[config.mk]
export PLATFORM = sky130hd
export DESIGN_NAME = fft_out_reorder
export DESIGN_NICKNAME = d
export VERILOG_FILES = /design/src/rtl/fft_out_reorder.sv
export SDC_FILE = /design/constraint.sdc
export NUM_CORES = 1
export LEC_CHECK = 0
export CELL_PAD_IN_SITES_DETAIL_PLACEMENT = 1
export CELL_PAD_IN_SITES_GLOBAL_PLACEMENT = 1
export CORE_ASPECT_RATIO = 1.4
export CORE_UTILIZATION = 45
export CTS_BUF_LIST = sky130_fd_sc_hd__clkbuf_8
export CTS_CLUSTER_DIAMETER = 100
export CTS_CLUSTER_SIZE = 28
export DETAILED_ROUTE_END_ITERATION = 8
export GPL_TIMING_DRIVEN = 0
export PLACE_DENSITY = 0.8
export SLEW_MARGIN = 20
export SYNTH_ARGS = -nofsm -noshare
export SYNTH_HDL_FRONTEND = slang
export SYNTH_SLANG_ARGS = --single-unit
[constraint.sdc]
create_clock -name clk -period 3.9 [get_ports clk]
set_input_delay 0.39 -clock clk [delete_from_list [all_inputs] [get_ports clk]]
set_output_delay 0.39 -clock clk [all_outputs]
set_load 0.05 [all_outputs]
[src/rtl/fft_out_reorder.sv]
// Bit-reversed to natural-order reorder buffer for the 16-point FFT output stream.
// FFT_REORDER_PINGPONG_EN selects two ping-pong banks; undefined gives one bank that fills, then drains.
module fft_out_reorder #(
    parameter int DW     = 16,
    parameter int N_LOG2 = 4
) (
    input  logic          clk,
    input  logic          reset,
    input  logic          in_push,
    input  logic [DW-1:0] in_real,
    input  logic [DW-1:0] in_imag,
    output logic          in_stall,
    output logic          out_push_F,
    output logic [DW-1:0] out_real_F,
    output logic [DW-1:0] out_imag_F,
    output logic          out_last_F,
    input  logic          out_stall
);
    localparam int NPTS = 1 << N_LOG2;

    if (N_LOG2 != 4) begin : g_bad_size
        $error("fft_out_reorder supports only N_LOG2 == 4");
    end

`ifdef FFT_REORDER_PINGPONG_EN
    localparam int NB = 2;
`else
    localparam int NB = 1;
`endif
    localparam int AW = $clog2(NB * NPTS);

    typedef logic [2*DW-1:0] bin_t;

    bin_t          mem [NB*NPTS];
    logic [3:0]    wcnt;
    logic [3:0]    rcnt;
    logic [AW-1:0] waddr;
    logic [AW-1:0] raddr;
    logic          wfull;
    logic          rfull;
    logic          accept;
    logic          issue;

    function automatic logic [3:0] bitrev4(input logic [3:0] v);
        return {v[0], v[1], v[2], v[3]};
    endfunction

    assign in_stall = wfull;
    assign accept   = in_push && !wfull;
    assign issue    = rfull && !out_stall;

`ifdef FFT_REORDER_PINGPONG_EN
    logic [1:0] full;
    logic       wbank;
    logic       rbank;

    assign wfull = full[wbank];
    assign rfull = full[rbank];
    assign waddr = {wbank, bitrev4(wcnt)};
    assign raddr = {rbank, rcnt};

    // Fill and drain always target different banks, so both updates may land on one edge.
    always_ff @(posedge clk) begin
        if (reset) begin
            full  <= '0;
            wbank <= 1'b0;
            rbank <= 1'b0;
        end else begin
            if (accept && wcnt == 4'd15) begin
                full[wbank] <= 1'b1;
                wbank       <= ~wbank;
            end
            if (issue && rcnt == 4'd15) begin
                full[rbank] <= 1'b0;
                rbank       <= ~rbank;
            end
        end
    end
`else
    logic full;

    assign wfull = full;
    assign rfull = full;
    assign waddr = bitrev4(wcnt);
    assign raddr = rcnt;

    // Writes need !full and reads need full, so set and clear are mutually exclusive.
    always_ff @(posedge clk) begin
        if (reset)
            full <= 1'b0;
        else if (accept && wcnt == 4'd15)
            full <= 1'b1;
        else if (issue && rcnt == 4'd15)
            full <= 1'b0;
    end
`endif

    always_ff @(posedge clk) begin
        if (accept && !reset)
            mem[waddr] <= {in_real, in_imag};
    end

    always_ff @(posedge clk) begin
        if (reset)
            wcnt <= 4'd0;
        else if (accept)
            wcnt <= wcnt + 4'd1;
    end

    // Data outputs hold their last value on idle cycles.
    always_ff @(posedge clk) begin
        if (reset) begin
            rcnt       <= 4'd0;
            out_push_F <= 1'b0;
            out_last_F <= 1'b0;
            out_real_F <= '0;
            out_imag_F <= '0;
        end else begin
            out_push_F <= issue;
            out_last_F <= issue && rcnt == 4'd15;
            if (issue) begin
                {out_real_F, out_imag_F} <= mem[raddr];
                rcnt                     <= rcnt + 4'd1;
            end
        end
    end

endmodule

==> flow_summary.json, run 1 <==
{
  "whs_endpoint": "out_real_F[11]",
  "cts_root_buf": "clkbuf_8",
  "synth_area_mm2": 0.0212,
  "antenna_found_initial": 1,
  "io_buffer_count": 70,
  "rows": 93,
  "final_antenna_net_count": 0,
  "cts_num_sinks": 555,
  "hold_violations": 0,
  "holdBufCountCts": 0,
  "vias": 11000,
  "clock.fmax_ghz": 0.395,
  "grt_max_degree": 30,
  "detail_route.iter0.violations": 914,
  "cts_inserted_buffers": 23,
  "synth_nets": 1129,
  "gr-usage-all-layers_pct": 22.7,
  "syn_inst": 1087,
  "nets": 1241,
  "clk_latency_ps": 660,
  "cap_violations": 0,
  "cts_resized": 0,
  "rsz0062_at_grt": "no",
  "chipWidth_um": 185,
  "stdcell_count": 1833,
  "overflow": 0,
  "wirelength_mm": 53.3,
  "synth-seq-area-share_pct": 76.8,
  "critPathKind": "flop to flop",
  "drt_first_pass_iters": 5,
  "worstPathArrival_ps": 3030,
  "critPathRequiredTime_ps": 4400,
  "cts_max_level": 1,
  "r2r-end": "out_imag_F[5]",
  "gp_congestion": 0.771,
  "clockBufferDepth": 3,
  "die_y_um": 259,
  "setup.worst_path.end_class": "flop",
  "core_mm2": 0.0462,
  "wl_per_cell_um": 29.1,
  "hold_class": "flop to flop",
  "reg2reg_from": "in_stall",
  "layout-drive-gt1-share_pct": 13.8,
  "synth_cell_types": 37,
  "final.setup.worst_slack_ps": 1370,
  "dieArea_mm2": 0.0479,
  "first_global_vias": 12100,
  "vias_per_cell": 5.99,
  "syn_to_final_growth_pct": 11.3,
  "power_density_mw_per_mm2": 382,
  "setup_tns_ps": 0,
  "reg2reg_slack_ps": 1370,
  "grt_pass1_wl_mm": 78.2,
  "skew_ps": 24.6,
  "cts_tree": "built",
  "io_pins": 71,
  "clk_pin_slew_ps": 170,
  "place_ws_ps": 741,
  "utilization_pct": 50.9,
  "dp_hpwl_mm": 36.0,
  "ir_drop_uv": 368,
  "r2r_cells": 6,
  "p_leak_nw": 6.86,
  "tightest_slew_ps": 864,
  "post_cts_buffers": 0,
  "period_needed_ps": 2530,
  "syn-mean-instance-area_um2": 19.5,
  "whs_ps": 512,
  "status": "complete, no violations",
  "worstSetupStartpointType": "flop",
  "post-place-cells": 1791,
  "drv_slew": 0,
  "startpoint": "in_stall",
  "setup_violations": 0,
  "maxSlewHeadroom_pct": 42.4,
  "hold_start": "out_real_F[11]",
  "fin_crit_sh_pct": 64.8,
  "min_delay_path_depth": 2,
  "ys_warn_count": 0,
  "cp_max_fo": 10,
  "drc_errors": 0,
  "start_util_pct": 45.8,
  "synth_seq_cells": 555
}
[sequential cells by signal, indices dropped and copies added, names as in the netlist]
signal,cells
raddr,4
out_last_F,1
out_push_F,1
wcnt,4
in_stall,1
out_real_F,16
mem,512
out_imag_F,16
[layout by cell type, fill, tap and decap left out, drive strengths merged, types with 3 or more instances in the layout]
cell type / Yosys / routed
a211oi: 31 / 31
a21oi: 33 / 33
a221oi: 31 / 31
buf: 49 / 66
clkbuf: 19 / 42
clkdlybuf4s50: 0 / 70
dfxtp: 43 / 43
edfxtp: 512 / 512
ha: 6 / 6
inv: 3 / 21
mux2i: 132 / 132
mux4: 62 / 62
nand2: 11 / 11
nand3: 6 / 6
nand3b: 3 / 3
nor2: 59 / 59
nor2b: 5 / 5
o21ai: 33 / 33
o221ai: 31 / 31
xnor2: 3 / 3
xor2: 3 / 3
[layout make-up]
type	instances	area, um2
Antenna cell	1	2.50
Sequential cell	555	16200
Tap cell	617	772
Clock inverter	18	70.1
Buffer	68	499
Timing Repair Buffer	87	1100
Multi-Input combinational cell	461	4520
Inverter	3	11.3
Fill cell	4200	22700
Clock buffer	23	317
[worst max path at each step]
| stage | to |
|---|---|
| floorplan | mem[4][0] |
| global placement | mem[11][1] |
| detailed placement | mem[7][10] |
| CTS | out_real_F[7] |
| global route | mem[10][22] |
| finish | out_imag_F[5] |
[synthesized netlist by cell type, drive strengths merged]
cell type  number  area share, %
edfxtp        512             73
mux2i         132            6.2
mux4           62            6.6
nor2           59            1.0
buf            49            2.0
dfxtp          43            4.1
a21oi          33           0.78
o21ai          33           0.78
a211oi         31            1.1
a221oi         31            1.3
o221ai         31            1.3
clkbuf         19           0.34
nand2          11           0.20
ha              6           0.35
nand3           6           0.14
nor2b           5           0.15
inv             3          0.053
nand3b          3           0.17
xnor2           3           0.12
xor2            3           0.12
a2111oi         2          0.083
a22oi           2          0.071
and2            2          0.059
and2b           1          0.047
nand2b          1          0.030
nand4           1          0.030
nor3            1          0.024
or3             1          0.030
or3b            1          0.041
[cell families after synthesis]
kind of cell	count (synthesis)	synth area share (%)
simple gates	92	1.96
buf+inv	71	2.41
flops	555	76.8
fa+ha+maj	6	0.355
xor+xnor	6	0.249
compound gates	163	5.41
mux	194	12.8
[per-layer routing]
metal	part of all wire [%]	track usage (%)
met3	3.9	2.12
met2	55	42.1
met1	38	26.4
met4	3.7	9.39
met5	0	0
[critical path, stage by stage, from the launching register on]
cell and delay (ps):
dfxtp_1 440, nor2b_1 360, buf_2 350, buf_1 530, o221ai_1 380, a21oi_1 220, a211oi_1 100
[where the power goes]
| part | leakage (nW) | internal (mW) | switching (mW) |
|---|---|---|---|
| Combinational | 1.64 | 0.0748 | 0.151 |
| Sequential | 4.96 | 6.53 | 0.0125 |
| Clock | 0.260 | 0.566 | 1.66 |
| Total | 6.86 | 7.17 | 1.83 |
[metrics by stage]
step	cell area (um2)	power, mW
4_1_cts	23500	9.02
6_report	23500	9.00
5_1_grt	23500	9.19
3_3_place_gp	22600	6.86
2_1_floorplan	21200	6.74
3_5_place_dp	23100	6.90
No activity file was read; power rests on OpenSTA's default activity.
==> run 2: changes to the inputs <==
Clock period 3.9 ns to 2.35 ns, I/O delays scaled along.
==> run 2 against run 1 <==
Routed wire length fell by 0.50%. Via count fell by 0.81%. Total power rose by 65%. Sequential share of layout area fell by 1.1 points. Register-to-register slack got worse by 1300 ps. Count of clock-buffer cells in the layout did not move. Critical path depth did not move. Maximum frequency rose by 8.7%. Non-clock buffer count rose by 23. Utilization rose by 0.84 points. Die area did not move.
==> flow_summary.json, run 2 (synthesis gave the netlist of run 1 again) <==
{
  "cts_inserted_buffers": 23,
  "critical-path-max-stage-delay_ps": 600,
  "nets": 1264,
  "syn_to_final_growth_pct": 13.1,
  "final_antenna_net_count": 0,
  "ir_drop_uv": 316,
  "antenna_found_initial": 1,
  "critPathRequiredTime_ps": 2870,
  "cts_root_buf": "clkbuf_8",
  "cts_num_sinks": 555,
  "mostFrequentLayoutCells": "edfxtp_1 (512), mux2i_1 (132), clkdlybuf4s50_1 (70)",
  "drc_errors": 0,
  "vias_per_cell": 5.86,
  "rsz0062_at_grt": "no",
  "clockBufferDepth": 3,
  "top_regs": "mem x512, out_imag_F x16, out_real_F x16",
  "maxSlewHeadroom_pct": 43.2,
  "rows": 93,
  "highest_layer": "met4",
  "cap_violations": 0,
  "chipWidth_um": 185,
  "cp_max_fo": 10,
  "wl_per_cell_um": 28.6,
  "fin_crit_sh_pct": 99.0,
  "ff_latch_area_mm2": 0.0162,
  "hold_violations": 0,
  "tightest_slew_ps": 853,
  "critPathKind": "flop to flop",
  "largest-register": "mem",
  "cp_slowest_cell": "clkbuf_1",
  "gp_congestion": 0.758,
  "wirelength_mm": 53.0,
  "placed_cell_area_mm2": 0.0232,
  "drt_first_pass_iters": 6,
  "power_mw": 14.9,
  "io_pins": 71,
  "first_global_vias": 12000,
  "utilization_pct": 51.8,
  "clk_pin_slew_ps": 150,
  "hold_class": "input pin to flop",
  "power_density_mw_per_mm2": 622,
  "largest_reg_flops": 512,
  "wl_met1_mm": 19.8,
  "skew_ps": 18.2,
  "setup.worst_path.end_class": "flop",
  "grt_max_degree": 30,
  "vias": 10900,
  "detail_route.iter0.violations": 871,
  "io_buffer_count": 70,
  "holdBufCountCts": 0,
  "grt_pass1_wl_mm": 77.6,
  "dieArea_mm2": 0.0479,
  "gr-usage-all-layers_pct": 22.4,
  "met3WireLength_mm": 2.20,
  "dp_hpwl_mm": 35.7,
  "layout-drive-gt1-share_pct": 15.8,
  "period_needed_ps": 2330,
  "core_mm2": 0.0462,
  "cts_tree": "built",
  "multi_input_area_mm2": 0.00452,
  "dr_wl_met2_mm": 29.6,
  "setup_violations": 0,
  "path_buf_inv": 3,
  "p_leak_nw": 7.05,
  "worstSetupStartpointType": "flop",
  "drv_slew": 0,
  "clock.fmax_ghz": 0.430,
  "cts_max_level": 1,
  "final_common_cell": "edfxtp_1",
  "overflow": 0,
  "clk_latency_ps": 640,
  "start_util_pct": 45.8,
  "fillers": 4195,
  "worstPathArrival_ps": 2840,
  "cp_top_family": "buffers and inverters",
  "die_y_um": 259,
  "status": "complete, no violations",
  "crit_chain": "buf_4, inv_1, nor2_1, clkbuf_1, a21oi_1, a211oi_1",
  "final_cell_area_mm2": 0.0239
}
## run 2: cell count changes in the layout (fill, tap and decap cells not counted), sizes merged
cell,previous run,this run
buf,66,89
clkinvlp,0,1
inv,21,20
## run 2: path summary, 6_finish.rpt
kind                       start              to  slack, ps  cells past startpoint
setup / recovery        raddr[3]   out_real_F[0]         20                      6
hold / removal         out_stall        in_stall        310                      3
setup reg to reg        raddr[3]   out_real_F[0]         20                      6
hold reg to reg   out_real_F[10]  out_real_F[10]        520                      2
## run 2: repair_timing
action / in CTS / in global routing
buffers inserted: 18 / 3
resized for setup: 2 / 6
pin swaps: 12 / 2
setup endpoints to repair: 219 / 50
hold endpoints to repair: 0 / 0
## run 2: report_power, final
| part | total, mW | switching [mW] | internal [mW] |
|---|---|---|---|
| Sequential | 10.9 | 0.0204 | 10.8 |
| Clock | 3.64 | 2.70 | 0.941 |
| Combinational | 0.384 | 0.254 | 0.130 |
| Total | 14.9 | 2.98 | 11.9 |
## run 2: tightest hold or removal path: stages
cell,delay [ps]
clkdlybuf4s50_1,490
o21ai_0,100
o21ai_0,90
## run 2: through the flow
step	setup slack (ps)	cells	hold WS, ps	TNS [ps]
floorplan	-503	1087	334	-96330
global placement	-2660	1774	498	-720970
detailed placement	-632	1793	501	-178010
CTS	42.5	1852	290	0
global route	11.2	1856	351	0
finish	23.5	1856	311	0
## run 2: per-layer routing
metal	track usage, %	vias to the layer above
met4	8.24	0
met2	41.7	329
met5	0	-
li1	-	4669
met1	26.8	5810
met3	1.80	75
## run 2: layout make-up
| class | instances | share of cell area [%] |
|---|---|---|
| Sequential cell | 555 | 67.9 |
| Multi-Input combinational cell | 461 | 18.9 |
| Timing Repair Buffer | 110 | 6.19 |
| Tap cell | 617 | 3.23 |
| Buffer | 68 | 2.11 |
| Clock buffer | 23 | 1.32 |
| Clock inverter | 18 | 0.298 |
| Inverter | 3 | 0.0471 |
| Antenna cell | 1 | 0.0105 |
